File: config.mk
export PLATFORM = sky130hd
export DESIGN_NAME = clock_divider_ctrl
export DESIGN_NICKNAME = d
export VERILOG_FILES = /design/src/rtl/clock_divider_pkg.sv /design/src/rtl/clock_divider_ctrl_counter.sv /design/src/rtl/clock_divider_ctrl.sv
export SDC_FILE = /design/constraint.sdc
export NUM_CORES = 1
export LEC_CHECK = 0
export CAP_MARGIN = 0
export CORE_ASPECT_RATIO = 1.2
export CORE_UTILIZATION = 50
export DETAILED_ROUTE_END_ITERATION = 8
export GPL_TIMING_DRIVEN = 0
export PLACE_DENSITY = 0.76
export REMOVE_ABC_BUFFERS = 1
export SYNTH_ARGS = -nofsm -noshare
export SYNTH_HDL_FRONTEND = slang
export SYNTH_SLANG_ARGS = --single-unit
File: constraint.sdc
create_clock -name clk -period 3.6 [get_ports clk]
set_input_delay 0.72 -clock clk [delete_from_list [all_inputs] [get_ports clk]]
set_output_delay 0.72 -clock clk [all_outputs]
set_load 0.05 [all_outputs]
File: src/rtl/clock_divider_pkg.sv
// Shared definitions for the run-time clock divider controller:
// state encoding, default counter width and the reset divide-ratio helper.
package clock_divider_pkg;

  localparam int DIV_W_DEFAULT = 16;

  typedef enum logic [1:0] {
    IDLE = 2'd0,
    RUN  = 2'd1,
    STOP = 2'd2
  } state_e;

  // Half-period length in system clocks for a requested output frequency.
  // A zero request falls back to the fastest legal ratio instead of dividing by zero.
  function automatic int unsigned calc_default_div(input int unsigned sys_hz,
                                                   input int unsigned req_hz);
    if (req_hz == 32'd0) begin
      calc_default_div = 32'd1;
    end else begin
      calc_default_div = sys_hz / (req_hz * 32'd2);
    end
  endfunction

endpackage

File: src/rtl/clock_divider_ctrl_counter.sv
// Half-period counter: counts up while running, wraps to zero on the
// terminal count and is held at zero whenever the divider is not running.
module half_period_counter
  import clock_divider_pkg::*;
#(
  parameter int DIV_W = DIV_W_DEFAULT
) (
  input  logic             clk,
  input  logic             reset,
  input  logic             run,
  input  logic [DIV_W-1:0] div,
  output logic             tc
);

  logic [DIV_W-1:0] count_d;
  logic [DIV_W-1:0] count_q;

  // Terminal count uses >= so a count can never run past div-1.
  assign tc = (count_q >= (div - DIV_W'(1)));

  // Next count: clear when stopped or at terminal count, otherwise increment.
  always_comb begin
    count_d = count_q;
    if (!run) begin
      count_d = '0;
    end else if (tc) begin
      count_d = '0;
    end else begin
      count_d = count_q + DIV_W'(1);
    end
  end

  // Count register.
  always_ff @(posedge clk or posedge reset) begin
    if (reset) begin
      count_q <= '0;
    end else begin
      count_q <= count_d;
    end
  end

endmodule

File: src/rtl/clock_divider_ctrl.sv
// Run-time controller for a half-period clock divider. Handles start/stop
// sequencing and defers new divide ratios to a toggle boundary so the
// divided clock never shows a runt pulse.
module clock_divider_ctrl
  import clock_divider_pkg::*;
#(
  parameter int unsigned system_freq   = 100_000_000,
  parameter int unsigned required_freq = 50_000,
  parameter int          DIV_W         = DIV_W_DEFAULT,
  parameter int unsigned DEFAULT_DIV   = calc_default_div(system_freq, required_freq)
) (
  input  logic             clk,
  input  logic             reset,
  input  logic             en,
  input  logic             cfg_valid,
  input  logic [DIV_W-1:0] cfg_div,
  output logic             cfg_ready,
  output logic             cfg_err,
  output logic             out,
  output logic             tick,
  output logic             busy,
  output logic [DIV_W-1:0] div_cur
);

  localparam logic [DIV_W-1:0] DEFAULT_DIV_V = DEFAULT_DIV[DIV_W-1:0];

  state_e           state_d, state_q;
  logic             out_d, out_q;
  logic             tick_d, tick_q;
  logic             cfg_err_d, cfg_err_q;
  logic             pend_d, pend_q;
  logic             busy_d, busy_q;
  logic             ready_d, ready_q;
  logic [DIV_W-1:0] shadow_d, shadow_q;
  logic [DIV_W-1:0] div_cur_d, div_cur_q;

  logic tc;
  logic toggle;
  logic cnt_run;
  logic xfer;

  half_period_counter #(.DIV_W(DIV_W)) u_counter (
    .clk   (clk),
    .reset (reset),
    .run   (cnt_run),
    .div   (div_cur_q),
    .tc    (tc)
  );

  // Next-state logic and toggle decision. A stop request while out is high
  // finishes the high half; one while out is low stops at once.
  always_comb begin
    state_d = state_q;
    toggle  = 1'b0;
    case (state_q)
      IDLE: begin
        if (en) begin
          state_d = RUN;
        end else begin
          state_d = IDLE;
        end
      end
      RUN: begin
        if (en) begin
          toggle  = tc;
          state_d = RUN;
        end else if (!out_q) begin
          state_d = IDLE;
        end else if (tc) begin
          toggle  = 1'b1;
          state_d = IDLE;
        end else begin
          state_d = STOP;
        end
      end
      STOP: begin
        toggle = tc;
        if (en) begin
          state_d = RUN;
        end else if (tc) begin
          state_d = IDLE;
        end else begin
          state_d = STOP;
        end
      end
      default: begin
        state_d = IDLE;
      end
    endcase
    // Counter only runs while staying active, so entering RUN starts from zero.
    cnt_run = (state_q != IDLE) && (state_d != IDLE);
  end

  // Output, handshake and ratio bookkeeping.
  always_comb begin
    xfer      = cfg_valid && ready_q;
    tick_d    = toggle;
    cfg_err_d = xfer && (cfg_div == '0);
    div_cur_d = div_cur_q;
    shadow_d  = shadow_q;
    pend_d    = pend_q;

    if (state_d == IDLE) begin
      out_d = 1'b0;
    end else if (toggle) begin
      out_d = ~out_q;
    end else begin
      out_d = out_q;
    end

    // A pending ratio lands on a toggle or when the divider goes idle. A
    // transfer can only happen with nothing pending, so the two never collide.
    if (pend_q && (toggle || (state_d == IDLE))) begin
      div_cur_d = shadow_q;
      pend_d    = 1'b0;
    end else if (xfer && (cfg_div != '0)) begin
      if ((state_q == IDLE) || (state_d == IDLE)) begin
        div_cur_d = cfg_div;
      end else begin
        shadow_d = cfg_div;
        pend_d   = 1'b1;
      end
    end else begin
      pend_d = pend_q;
    end

    busy_d  = (state_d != IDLE);
    ready_d = !pend_d;
  end

  // State and output registers.
  always_ff @(posedge clk or posedge reset) begin
    if (reset) begin
      state_q   <= IDLE;
      out_q     <= 1'b0;
      tick_q    <= 1'b0;
      cfg_err_q <= 1'b0;
      pend_q    <= 1'b0;
      busy_q    <= 1'b0;
      ready_q   <= 1'b1;
      shadow_q  <= '0;
      div_cur_q <= DEFAULT_DIV_V;
    end else begin
      state_q   <= state_d;
      out_q     <= out_d;
      tick_q    <= tick_d;
      cfg_err_q <= cfg_err_d;
      pend_q    <= pend_d;
      busy_q    <= busy_d;
      ready_q   <= ready_d;
      shadow_q  <= shadow_d;
      div_cur_q <= div_cur_d;
    end
  end

  assign out       = out_q;
  assign tick      = tick_q;
  assign cfg_err   = cfg_err_q;
  assign busy      = busy_q;
  assign cfg_ready = ready_q;
  assign div_cur   = div_cur_q;

endmodule
==> results of run 1 <==
## worst max-delay path by stage
stage | to | slack (ps)
after floorplan | shadow_q[0]$_DFFE_PP0P_ | -660
after global placement | shadow_q[4]$_DFFE_PP0P_ | -1170
after detailed placement | shadow_q[2]$_DFFE_PP0P_ | -1250
after CTS | shadow_q[2]$_DFFE_PP0P_ | -170
after global routing | shadow_q[15]$_DFFE_PP0P_ | -470
final | shadow_q[6]$_DFFE_PP0P_ | -240
## layout make-up
cell class / instances / share of cell area [%]
multi-input cells: 250 / 46.7
flip-flops and latches: 56 / 32.8
repair buffers: 69 / 15.1
well taps: 82 / 2.39
clock buffers: 6 / 1.69
inverters: 11 / 0.960
clock inverters: 2 / 0.378
## power by group
group	internal (W)	switching, W
registers	0.000855	0.000263
logic	0.000721	0.000911
clock network	0.000139	0.000213
total	0.00172	0.00139
## per-stage QoR
step	setup slack, ps	total power (W)	hold slack, ps	setup TNS (ps)	util, %
final	-243	0.00310	513	-4780	70.2
after floorplan	-664	0.00191	441	-12880	-
after global routing	-465	0.00323	533	-14640	70.2
after detailed placement	-1250	0.00229	497	-38900	60.2
after global placement	-1170	0.00226	491	-34820	59.9
after CTS	-171	0.00289	517	-4070	67.5
## cells in the mapped netlist
master | number | share of area (%)
and3_1 | 5 | 0.97
or4_1 | 1 | 0.23
nand4_2 | 1 | 0.39
ha_1 | 22 | 8.5
nor4_4 | 1 | 0.66
o311ai_4 | 1 | 0.81
nand4_1 | 19 | 3.7
nor2b_1 | 3 | 0.58
nor3b_1 | 1 | 0.23
buf_6 | 1 | 0.35
buf_2 | 2 | 0.31
nor3_1 | 21 | 3.2
clkbuf_1 | 12 | 1.4
and2_1 | 2 | 0.39
a31o_2 | 1 | 0.27
mux2_2 | 16 | 5.6
o211a_1 | 1 | 0.31
a31oi_1 | 18 | 3.5
a221oi_4 | 1 | 0.81
nand3b_1 | 1 | 0.23
nand2b_1 | 3 | 0.58
a21oi_1 | 7 | 1.1
dfstp_2 | 7 | 5.7
o21a_1 | 2 | 0.46
nand2_1 | 22 | 2.6
or3_1 | 1 | 0.19
xor2_1 | 11 | 3.0
dfrtp_1 | 49 | 38
xnor2_1 | 17 | 4.6
inv_1 | 11 | 1.3
a211oi_1 | 1 | 0.23
and4_1 | 2 | 0.54
o21ai_0 | 21 | 3.2
nor4_1 | 7 | 1.4
o311ai_0 | 1 | 0.27
nand3_1 | 6 | 0.93
nor2_1 | 32 | 3.7
## cells by family (layout without fill, tap and decap cells)
group                      Yosys count  count (layout)  share of synthesized area [%]
and+or+nand+nor                    128             130                           20.5
DFF                                 56              56                           43.6
AOI/OAI and AO/OA                   54              54                           11.0
xor gates and xnor gates            28              28                           7.58
buffers and inverters               26              88                           3.33
adders and majority gates           22              22                           8.51
muxes                               16              16                           5.57
## timing repair
item	CTS	global route
gates cloned	1	2
endpoints found under the setup margin	51	51
pin swaps	13	27
setup buffers	20	11
gates resized for setup	43	27
## layout by cell type, fill, tap and decap left out, types with 6 or more instances in the layout
cell type / Yosys / final
ha_1: 22 / 20
buf_4: 0 / 24
nand2_1: 22 / 17
xor2_1: 11 / 11
mux2_4: 0 / 16
nand4_1: 19 / 19
inv_1: 11 / 8
nor3_1: 21 / 18
dfrtp_1: 49 / 49
clkdlybuf4s50_1: 0 / 40
dfstp_2: 7 / 7
a21oi_1: 7 / 7
nor2_1: 32 / 29
a31oi_1: 18 / 15
nand3_1: 6 / 6
xnor2_1: 17 / 16
o21ai_0: 21 / 17
## registers in the layout, indices dropped and copies added, names as in the netlist
| register | count |
|---|---|
| pend_q | 1 |
| cfg_err | 1 |
| cfg_ready | 1 |
| u_counter.count_q | 16 |
| out | 1 |
| div_cur | 16 |
| shadow_q | 16 |
| busy | 1 |
| tick | 1 |
| state_q | 2 |
## per-layer routing
metal | vias to the layer above | share of wire, % | track usage (%)
met4 | 0 | 1.7 | 7.25
met1 | 1455 | 41 | 33.1
met2 | 126 | 52 | 41.7
li1 | 1323 | - | -
met3 | 18 | 5.3 | 3.59
met5 | - | 0 | 0
## critical path: cells and delay by family, from the launching register on
family	cells	cell delay, ps
fa+ha+maj	1	290
xor+xnor	1	150
flops	1	480
compound gates	1	390
mux	1	310
buf+inv	1	220
simple gates	9	1890
==> metrics.md, run 1 <==
| Metric | Value |
|---|---|
| GRT Total Usage | `roughly 25%` |
| Seq. cell area | `about 1400 um2` |
| Hold_buf cts | `0` |
| Capturing point of the worst reg2reg path | `shadow_q[6]$_DFFE_PP0P_` |
| Via count | `between 2,000 and 3,000` |
| Multi-input gate area | `roughly 2000 um2` |
| Hold Vio Cnt, Final | `0` |
| WHS Endpoint | `cfg_err$_DFF_PP0_` |
| Placed insts | `approximately 440` |
| Distinct cells, synth | `37` |
| Leak pwr | `approximately 1.8 nW` |
| Worst R2R Setup Slack | `-240 ps` |
| Critical Path Fanout Max | `8` |
| Dpl hpwl | `between 4000 and 5000 um` |
| Nets@finish | `between 400 and 500` |
| # diodes | `0` |
| Worst-path clk slew | `around 100 ps` |
| Top-level port count | `41` |
| Pins Over Slew Limit | `0` |
| Worst R2R Path Depth | `14` |
| Die span in y | `~90 um` |
| Run status | `finished, violations left` |
| Finished Layout Cells | `approximately 480` |
| TritonCTS buffer count | `5` |
| Period minus WS final | `just under 4000 ps` |
| CTS Root Cell | `clkbuf_8` |
| RSZ-0062 raised after global routing | `yes` |
| Slowest-stage cell, CP | `dfrtp_1` |
| Reg2reg start | `div_cur[2]$_DFFE_PP0P_` |
| GRT overflow | `0` |
| CORE AREA | `around 6100 um2` |
| PD cells | `just over 700 nW/um2` |
| Routed Antenna Nets | `0` |
| HP Class | `flip-flop to flip-flop` |
| Hold Path Depth | `2` |
| Critical path startpoint | `div_cur[2]$_DFFE_PP0P_` |
| Skew-Pair Late Insertion Delay | `between 300 and 400 ps` |
| Peak supply drop | `about 0.5 mV` |
| Routed len/inst | `between 15 and 20 um` |
| Final setup vio count | `35` |
| First drt pass iteration count | `6` |
| Worst-path cell chain | `nor3_2, nand2b_1, nor4_4, nand2_2, nor3_2, xnor2_1, ha_1, nand4_1, nor3_1, nor4_4, nand4_1, a221oi_4, buf_6, mux2_4` |
| Total length of routed wires | `around 9100 um` |
| Clk sink count | `56` |
| Fillers | `between 400 and 500` |
| Worst Clk Skew | `roughly 4.2 ps` |
| Failing checks | `negative setup slack` |
| DIE AREA | `between 6000 and 7000 um2` |
| Initial core utilization | `a little over half` |
| Sequential-to-total area share from yosys stat | `roughly 44%` |
| GPL Wtd Cong | `between 0.7 and 0.8` |
| CP peak stage delay | `around 480 ps` |
| Kind of end point of the critical path | `flip-flop` |
| Share of layout cells above drive strength 1 | `between 20% and 30%` |
| Placed Area | `between 3000 and 4000 um2` |
| Initial antenna violation count | `0` |
| Vias/cell | `6.14` |
| Area Growth Syn to Fin | `32.9%` |
| Clock tree buffer depth | `2` |
| Final Cycle Share | `107%` |
| TritonCTS clock tree | `built` |
| Cell area after layout | `roughly 4300 um2` |
| Final worst setup slack | `-243 ps` |
| Largest net degree at the start of global routing | `a little over 40` |
| Max-Cap Viols | `0` |
| Global-route wire length before repair | `between 10,000 and 15,000 um` |
| Worst Hold Launch | `cfg_ready$_DFF_PP1_` |
| Type of origin of the critical path | `flip-flop` |
| Tightest Pin Transition | `about 1200 ps` |
| IO buf count | `40` |
| Syn avg cell area | `approximately 9.8 um2` |
| Kind of critical path | `flip-flop to flip-flop` |
| Initial DRC count | `about 180` |
| Die width | `between 70 and 80 um` |
| Syn Std Cell Area | `3240 um2` |
| Data arrival, critical path | `4050 ps` |
| Register bit total from synthesis | `56` |
| Vias in the first global route | `around 2,800` |
| Slew headroom | `between 15 and 20%` |
| DR DRC count | `0` |
| Post-Synthesis Cells | `330` |
| Row cnt | `31` |
| F_max | `between 200 and 300 MHz` |
| H-tree depth | `2` |
| Yosys warnings | `0` |
| Required time worst endpoint | `3810 ps` |
Power figures use the tool's default switching activity.
==> run 2: changes to the inputs <==
- CORE_MARGIN: not set -> 2
==> metrics.md, run 2 (synthesized netlist as in run 1, its figures left out) <==
| Metric | Value |
|---|---|
| Run status | `finished, violations left` |
| Failing checks | `negative setup slack` |
| Switching Share | `43.9% (-0.76 points)` |
| H-tree depth | `2 (unchanged)` |
| Worst-path cell chain | `inv_2, ha_4, nor3b_4, nand2_2, nor2_4, buf_4, buf_4, buf_4, nand3b_1, xor2_1, ha_1, nand2_2, nor3_2, nor4_4, buf_4, nand4_4, a221oi_4, buf_6, mux2_4` |
| Die width | `77.4 um (+2.7%)` |
| Flop pwr share | `35.0% (-1.0 points)` |
| Routed Antenna Nets | `0 (unchanged)` |
| DP Worst Slack | `-1240 ps (+16.3 ps)` |
| Kind of end point of the critical path | `flip-flop` |
| Comb pwr share | `52.9% (+0.3 points)` |
| Via count | `2,880 (-1.4%)` |
| Commonest non-fill, non-tap cell in the layout | `dfrtp_1` |
| RSZ-0062 raised after global routing | `yes` |
| HP Class | `flip-flop to flip-flop` |
| Max-Cap Viols | `0 (unchanged)` |
| Multi-input gate area | `1960 um2 (-2.2%)` |
| Initial core utilization | `51.1% (-1.6 points)` |
| Data arrival, critical path | `3960 ps (-90 ps)` |
| Peak supply drop | `0.569 mV (+12%)` |
| Routed len/inst | `18.4 um (-3.3%)` |
| Total length of routed wires | `8910 um (-1.7%)` |
| Area Growth Syn to Fin | `34.1%` |
| Seq. cell area | `1410 um2 (unchanged)` |
| Clock network power share | `12.1% (+0.7 points)` |
| Routed met2 length | `4680 um (-0.89%)` |
| Uppermost routed layer | `met4` |
| # diodes | `0 (unchanged)` |
| Cell-internal power | `0.00176 W (+2.8%)` |
| Top-level port count | `41 (unchanged)` |
| CTS Root Cell | `clkbuf_8` |
| Met3 Wirelength | `398 um (-18%)` |
| Dpl hpwl | `5060 um (+1.8%)` |
| Clock tree buffer depth | `2 (unchanged)` |
| Slowest-stage cell, CP | `dfrtp_1` |
| CORE AREA | `6330 um2 (+3.2%)` |
| TritonCTS clock tree | `built` |
| Slew headroom | `18.2% (+1.3 points)` |
| Final setup vio count | `34 (-2.9%)` |
| Setup TNS | `-3020 ps (+1770 ps)` |
| Switch Pwr | `0.00138 W (-0.30%)` |
| Worst-path clk slew | `100 ps (about the same)` |
| GRT Total Usage | `23.3% (-1.7 points)` |
| Hold Vio Cnt, Final | `0 (unchanged)` |
| Worst Clk Skew | `9.34 ps (+5.19 ps)` |
| DIE AREA | `7130 um2 (+4.9%)` |
| GRT overflow | `0 (unchanged)` |
| Vias in the first global route | `2,784 (+1.2%)` |
| GPL Wtd Cong | `0.832 (+7.9%)` |
| Pins Over Slew Limit | `0 (unchanged)` |
| Period minus WS final | `3750 ps (-93.9 ps)` |
| Crit-path most repeated cell | `buf_4` |
| Tightest Pin Transition | `1220 ps (-18.9 ps)` |
| Type of origin of the critical path | `flip-flop` |
| TritonCTS buffer count | `5 (unchanged)` |
| Fillers | `474 (+12%)` |
| F_max | `267 MHz (+2.5%)` |
| Die span in y | `92.1 um (+2.2%)` |
| Nets@finish | `440 (+1.1%)` |
| Row cnt | `32 (+3.2%)` |
| Critical Path Fanout Max | `8 (unchanged)` |
| Global-route wire length before repair | `13,400 um (+1.2%)` |
| Final worst setup slack | `-149 ps (+93.9 ps)` |
| Initial DRC count | `182 (+3.4%)` |
| Initial antenna violation count | `0 (unchanged)` |
| PD cells | `725 nW/um2 (+0.51%)` |
| Metal-1 WL | `3640 um (-1.8%)` |
| Kind of critical path | `flip-flop to flip-flop` |
| Skew-Pair Late Insertion Delay | `320 ps (about the same)` |
| Leak pwr | `1.81 nW (+2.0%)` |
| Required time worst endpoint | `3810 ps (about the same)` |
| Commonest cells after routing, fill and taps aside | `49 x dfrtp_1, 40 x clkdlybuf4s50_1, 28 x nor2_1, 28 x buf_4, 20 x ha_1` |
| DR DRC count | `0 (unchanged)` |
| Largest net degree at the start of global routing | `35 (-15%)` |
| Final Cycle Share | `104% (-2.6 points)` |
| IO buf count | `40 (unchanged)` |
| Vias/cell | `5.95 (-3.1%)` |
| First drt pass iteration count | `4 (-2)` |
| Clk sink count | `56 (unchanged)` |
| Share of layout cells above drive strength 1 | `25.1% (+0.95 points)` |
| CP peak stage delay | `440 ps (-40 ps)` |
## run 2: worst paths after layout
kind	startpoint	cells past startpoint	endpoint	slack (ps)
max	div_cur[0]$_DFFE_PP0P_	19	shadow_q[3]$_DFFE_PP0P_	-150
max reg2reg	div_cur[0]$_DFFE_PP0P_	19	shadow_q[3]$_DFFE_PP0P_	-150
min	pend_q$_DFF_PP0_	1	cfg_ready$_DFF_PP1_	490
max in group asynchronous	reset	3	div_cur[9]$_DFFE_PP1P_	2230
min reg2reg	pend_q$_DFF_PP0_	1	cfg_ready$_DFF_PP1_	490
min in group asynchronous	reset	2	u_counter.count_q[3]$_DFF_PP0_	740
## run 2: area by class of cell
type / count / area share, %
Clock buffer: 6 / 1.90
Clock inverter: 2 / 0.404
Inverter: 11 / 0.952
Multi-Input combinational cell: 248 / 45.2
Sequential cell: 56 / 32.5
Tap cell: 85 / 2.45
Timing Repair Buffer: 76 / 16.6
## run 2: critical path, delay by kind of cell, from the launching register on
| family | cells | cell delay, ps |
|---|---|---|
| adder cells (fa/ha/maj) | 2 | 470 |
| XOR/XNOR | 1 | 150 |
| multiplexers | 1 | 320 |
| AND/OR/NAND/NOR | 8 | 1120 |
| buffers and inverters | 6 | 810 |
| flip-flops | 1 | 440 |
| AO/OA/AOI/OAI | 1 | 320 |
## run 2: power by group through the flow
stage | clock network (W) | logic [W] | registers [W]
after floorplan | 0 | 0.000549 | 0.00136
after global placement | 0 | 0.00120 | 0.00106
after detailed placement | 0 | 0.00123 | 0.00107
after CTS | 0.000385 | 0.00146 | 0.00108
after global routing | 0.000411 | 0.00175 | 0.00112
final | 0.000382 | 0.00166 | 0.00110
## run 2: per-stage QoR
step | instance area, um2 | cells | hold slack, ps | total power [W] | util [%]
3_5_place_dp | 3700 | 441 | 494 | 0.00230 | 58.4
5_1_grt | 4340 | 484 | 527 | 0.00328 | 68.6
4_1_cts | 4190 | 477 | 513 | 0.00293 | 66.2
6_report | 4340 | 484 | 494 | 0.00315 | 68.6
3_3_place_gp | 3680 | 440 | 491 | 0.00226 | 58.1
2_1_floorplan | 3170 | 315 | 441 | 0.00191 | -
## run 2: metal layers
metal  vias to the layer above  GRT usage [%]
met2                       112           41.4
li1                       1334              -
met4                         0           6.85
met1                      1413           29.6
met5                         -              0
met3                        21           2.76
## run 2: timing repair
action,CTS,global route
setup endpoints to repair,51,51
buffers inserted,27,10
gates resized for setup,37,28
pin swaps,16,25
gates cloned,1,0
hold buffers,0,0
